--- config.mk ---
export PLATFORM = sky130hd
export DESIGN_NAME = chip_7474_emu
export DESIGN_NICKNAME = d
export VERILOG_FILES = /design/src/rtl/chip_7474_emu.sv
export SDC_FILE = /design/constraint.sdc
export NUM_CORES = 1
export LEC_CHECK = 0
export CORE_MARGIN = 1.5
export CORE_UTILIZATION = 30
export CTS_BUF_LIST = sky130_fd_sc_hd__clkbuf_2 sky130_fd_sc_hd__clkbuf_4 sky130_fd_sc_hd__clkbuf_8
export CTS_CLUSTER_DIAMETER = 100
export DETAILED_ROUTE_END_ITERATION = 10
export SETUP_SLACK_MARGIN = 0.2
export SLEW_MARGIN = 20
export SYNTH_ARGS = -nofsm -noshare
export SYNTH_HDL_FRONTEND = slang
export SYNTH_SLANG_ARGS = --single-unit
--- constraint.sdc ---
create_clock -name Clk -period 2.57 [get_ports Clk]
set_clock_uncertainty 0.15 [all_clocks]
set_input_delay 0.257 -clock Clk [delete_from_list [all_inputs] [get_ports Clk]]
set_output_delay 0.257 -clock Clk [all_outputs]
set_load 0.01 [all_outputs]
--- src/rtl/chip_7474_emu.sv ---
// chip_7474_emu: emulates a 74LS74 dual positive-edge D flip-flop with
// preset/clear on the device side of the chip-checker pin interface.
// Latency: a pin change reaches Pin5/6/8/9 and Edge_Cnt SYNC_STAGES+1 Clk cycles later.
// Backpressure: none; the pins are sampled every cycle and outputs are always driven.
//
// Ports:
//   Clk, Reset            system clock, async active-low reset
//   Pin1..Pin4            FF1 stimulus: 1CLR_n, 1D, 1CLK, 1PRE_n
//   Pin13..Pin10          FF2 stimulus: 2CLR_n, 2D, 2CLK, 2PRE_n
//   Pin5/Pin6, Pin9/Pin8  Q/Q_n of FF1 and FF2
//   Fault_En, Fault_Sel   fault injection: 1 Pin5 stuck-at-0, 2 FF2 Q/Q_n swap,
//                         3 FF1 ignores clock edges
//   Edge_Cnt1/2           saturating counts of accepted clock edges per FF
module chip_7474_emu #(
  parameter int SYNC_STAGES = 2,
  parameter int CNT_W       = 8
) (
  input  logic             Clk,
  input  logic             Reset,
  input  logic             Pin1,
  input  logic             Pin2,
  input  logic             Pin3,
  input  logic             Pin4,
  input  logic             Pin13,
  input  logic             Pin12,
  input  logic             Pin11,
  input  logic             Pin10,
  output logic             Pin5,
  output logic             Pin6,
  output logic             Pin9,
  output logic             Pin8,
  input  logic             Fault_En,
  input  logic [1:0]       Fault_Sel,
  output logic [CNT_W-1:0] Edge_Cnt1,
  output logic [CNT_W-1:0] Edge_Cnt2
);

  // Bit layout of the pin vector:
  //   0 clr1, 1 d1, 2 clk1, 3 pre1, 4 clr2, 5 d2, 6 clk2, 7 pre2
  // CLR_n/PRE_n chains reset high so no async event appears at reset release.
  localparam logic [7:0] SYNC_RST = 8'b1001_1001;

  logic [7:0] pin_vec;
  logic [7:0] sync_q [SYNC_STAGES];
  logic [7:0] pin_s;

  assign pin_vec = {Pin10, Pin11, Pin12, Pin13, Pin4, Pin3, Pin2, Pin1};

  always_ff @(posedge Clk or negedge Reset) begin
    if (!Reset) begin
      for (int s = 0; s < SYNC_STAGES; s++) begin
        sync_q[s] <= SYNC_RST;
      end
    end else begin
      sync_q[0] <= pin_vec;
      for (int s = 1; s < SYNC_STAGES; s++) begin
        sync_q[s] <= sync_q[s-1];
      end
    end
  end

  assign pin_s = sync_q[SYNC_STAGES-1];

  // Per-FF synchronized views, index 0 = FF1, index 1 = FF2.
  logic [1:0] clr_s, pre_s, clk_s, d_s;
  assign clr_s = {pin_s[4], pin_s[0]};
  assign d_s   = {pin_s[5], pin_s[1]};
  assign clk_s = {pin_s[6], pin_s[2]};
  assign pre_s = {pin_s[7], pin_s[3]};

  logic [1:0]       clk_d, d_d;
  logic [1:0]       s_q, q_q, qn_q;
  logic [CNT_W-1:0] cnt_q [2];
  logic [1:0]       edge_ok;
  logic             ff1_clk_block;
  logic             pin5_stuck;
  logic             ff2_swap;

  assign ff1_clk_block = Fault_En && (Fault_Sel == 2'd3);
  assign pin5_stuck    = Fault_En && (Fault_Sel == 2'd1);
  assign ff2_swap      = Fault_En && (Fault_Sel == 2'd2);

  // An edge only counts when both async inputs are idle; in fault mode 3
  // FF1 edges are dropped entirely, so they are neither captured nor counted.
  assign edge_ok = (clk_s & ~clk_d) & pre_s & clr_s & {1'b1, ~ff1_clk_block};

  always_ff @(posedge Clk or negedge Reset) begin
    if (!Reset) begin
      clk_d    <= 2'b00;
      d_d      <= 2'b00;
      s_q      <= 2'b00;
      q_q      <= 2'b00;
      qn_q     <= 2'b11;
      cnt_q[0] <= '0;
      cnt_q[1] <= '0;
    end else begin
      clk_d <= clk_s;
      // d_d lags the synchronized D by one cycle, so a D change landing with
      // the clock edge is not seen (setup-time behaviour).
      d_d   <= d_s;
      for (int f = 0; f < 2; f++) begin
        if (!pre_s[f] && !clr_s[f]) begin
          // Both async active: real part drives both outputs high.
          s_q[f]  <= 1'b0;
          q_q[f]  <= 1'b1;
          qn_q[f] <= 1'b1;
        end else if (!pre_s[f]) begin
          s_q[f]  <= 1'b1;
          q_q[f]  <= 1'b1;
          qn_q[f] <= 1'b0;
        end else if (!clr_s[f]) begin
          s_q[f]  <= 1'b0;
          q_q[f]  <= 1'b0;
          qn_q[f] <= 1'b1;
        end else if (edge_ok[f]) begin
          s_q[f]  <= d_d[f];
          q_q[f]  <= d_d[f];
          qn_q[f] <= ~d_d[f];
          if (cnt_q[f] != '1) begin
            cnt_q[f] <= cnt_q[f] + CNT_W'(1);
          end
        end else begin
          q_q[f]  <= s_q[f];
          qn_q[f] <= ~s_q[f];
        end
      end
    end
  end

  // Fault muxes sit after the registers so mode changes show up immediately.
  assign Pin5 = pin5_stuck ? 1'b0 : q_q[0];
  assign Pin6 = qn_q[0];
  assign Pin9 = ff2_swap ? qn_q[1] : q_q[1];
  assign Pin8 = ff2_swap ? q_q[1]  : qn_q[1];

  assign Edge_Cnt1 = cnt_q[0];
  assign Edge_Cnt2 = cnt_q[1];

endmodule
==> impl_results.md <==
- Gr ovfl total: 0
- WL final: ~2700 µm
- DP HPWL: 1900 µm
- Outcome: completed
- Crit-path cells: clkdlybuf4s50_1 > nand3b_1 > mux2_2 > clkdlybuf4s50_1
- # setup viols final: 0
- Antenna-violating nets left: 0
- Final Critical Period: between 2 and 2.5 ns
- Pleak: 0.912 nW
- Setup Crit Path Kind: in2out
- Headroom to the max-slew limit: 0.414
- PortBufs: 32
- Via Count: 982
- Max cap viols: 0
- Clock latency on the worst-skew pair: 0.29 ns
- CP max stage delay: 0.49 ns
- Clk slew on worst S/H paths: ~0.08 ns
- ANT cells: 0
- Cells after DPL: 214
- Slowest-stage cell, CP: clkdlybuf4s50_1
- CTS sink cnt: 42
- Most common cell after layout, fill and taps aside: dfrtp_1
- H-tree depth: 2
- Mapped Area: 1590 µm²
- Crit path required time: between 2 and 2.5 ns
- Number of remaining DRC errors: 0
- Nets: approximately 170
- DRT Pass-1 Iters: 4
- Initial antenna violation count: 0
- Total GRT Usage: 0.107
- Rows: 26
- Core Region: 5110 µm²
- Synth top area cells: dfrtp_1 (50%), dfstp_2 (17%), xor2_1 (4.4%)
- Mapped Cells: 112
- Gates resized, CTS repair: 0
- Setup TNS: 0 ns
- Crit path max fanout: 3
- Yosys reg bits: 42
- Worst Setup End Kind: output port
- Syn_area_per_cell: 14.2 µm²
- Largest net degree at the start of global routing: 43
- Chip width: 75.8 µm
- R2r startpoint: pin_s[3]$_DFF_PN1_
- Hold Path End: d_d[1]$_DFF_PN0_
- Largest area contributor in the netlist: dfrtp_1
- Final core utilization: 0.410
- Die area: about 5700 µm²
- Most frequent cells in the layout: dfrtp_1 (32), clkdlybuf4s50_1 (31), nand2_1 (10), dfstp_2 (10), xor2_1 (8)
- Max VDD drop: ~0.48 mV
- First-pass GRT wire length: 4490 µm
- Crit-path most repeated cell: clkdlybuf4s50_1
- Worst hold path cell count: 0
- Number of global-route vias before repair: 1033
- CTS tree: built
- Slew @ Worst Pin: 0.878 ns
- Vias per cell: 4.40
- Peak Freq: 464 MHz
- Chip height: 75.8 µm
- Initial Util: 0.311
- Clock root cell: clkbuf_8
- Share of the synthesized area in the top cell type: 0.504
- Non-filler cells, final: about 220
- Post-route cell area: 2090 µm²
- R2R depth: 4
- Startpoint Class: input port
- Mapped Nets: 127
- Worst reg2reg endpoint: Edge_Cnt1[6]$_DFFE_PN0P_
- Gpl congestion: 0.742
- Worst hold path class: reg2reg
- Layout area overhead: 31.6%
- Share of cells above drive strength 1: 0.216
- Final Slew Violations: 0
- Power Density: 734 nW/µm²
- HP Start: pin_s[5]$_DFF_PN0_
- Routed wire length per instance: 12.0 µm
- FILL cells: 496
- Worst reg2reg setup slack: 0.86 ns
- Synth unique cells: 33
- Cts bufs inserted: 5
- Sequential area share after synthesis: 0.669
- Clk buf depth: 2
- DRT iter0 DRCs: 8
- Placed cell areas: approximately 2000 µm²
- CP arrival: 1.75 ns
- Final cycle utilization of the critical path: 0.839
- RSZ-0062 raised after global routing: no
- Yosys warns: 0
- Hold Vio Cnt, Final: 0
- # IOs: 33
## worst max-delay path: cells and delay by family
kind	cells	cell delay, ns
mux	1	0.35
simple gates	1	0.17
buf+inv	2	0.96
## worst max path at each step
stage / startpoint / end / slack, ns / depth (start not counted)
after detailed placement: Fault_Sel[0] / Pin9 / 0.41 / 4
after CTS: Fault_Sel[0] / Pin9 / 0.41 / 4
final: Fault_Sel[0] / Pin9 / 0.41 / 4
after global routing: Fault_Sel[0] / Pin9 / 0.37 / 4
after global placement: Fault_Sel[0] / Pin8 / 0.41 / 4
after floorplan: pin_s[3]$_DFF_PN1_ / Edge_Cnt1[6]$_DFFE_PN0P_ / 0.94 / 4
## cell usage after synthesis (all sizes together)
cell type	n
a21o	1
a21oi	1
and2	2
and3	3
and4b	2
dfrtp	32
dfstp	10
ha	2
inv	4
mux2	5
mux2i	1
nand2	11
nand2b	1
nand3	6
nand3b	1
nand4	2
nor2	4
nor3	4
nor4	1
o211a	1
o21a	1
o21ai	3
o21ba	1
o311ai	1
xnor2	4
xor2	8
## flip-flops by register name, summed over array words and instances, names as in the netlist
name	cells
Edge_Cnt1	8
Edge_Cnt2	8
pin_s	8
sync_q	8
clk_d	2
d_d	2
q_q	2
qn_q	2
s_q	2
## routing by layer
| metal | vias to the layer above | share of wire | GRT usage |
|---|---|---|---|
| li1 | 461 | - | - |
| met5 | - | 0 | 0 |
| met1 | 485 | 0.45 | 0.126 |
| met3 | 4 | 0.071 | 0.0450 |
| met4 | 0 | 0.0071 | 0.0357 |
| met2 | 32 | 0.47 | 0.178 |
## stage by stage
step / setup WS, ns / power, mW / hold slack (ns)
2_1_floorplan: 0.942 / 0.953 / -0.189
3_3_place_gp: 0.415 / 1.12 / 0.182
3_5_place_dp: 0.408 / 1.14 / 0.186
4_1_cts: 0.409 / 1.56 / 0.203
5_1_grt: 0.366 / 1.63 / 0.191
6_report: 0.414 / 1.54 / 0.202
## final cells by class
class	count	area [µm²]	share of cell area
flip-flops and latches	42	1060	0.508
multi-input cells	66	512	0.244
repair buffers	33	325	0.155
clock inverters	3	21.3	0.0102
well taps	70	87.6	0.0418
clock buffers	5	68.8	0.0329
inverters	4	15.0	0.00717
## kinds of logic after synthesis
kind of cell | share of synthesized area
DFF | 0.669
and+or+nand+nor | 0.144
xor gates and xnor gates | 0.0661
AOI/OAI and AO/OA | 0.0519
muxes | 0.0441
buffers and inverters | 0.00944
adders and majority gates | 0.0157
## power breakdown
group	internal (mW)	switching, mW
Sequential	0.744	0.0789
Combinational	0.180	0.121
Clock	0.191	0.223
## what timing repair did
action                                 in CTS  in global routing
setup buffers                               0                  0
hold buffers                                1                  0
endpoints found under the hold margin      32                  0
No activity file was read; power rests on OpenSTA's default activity.
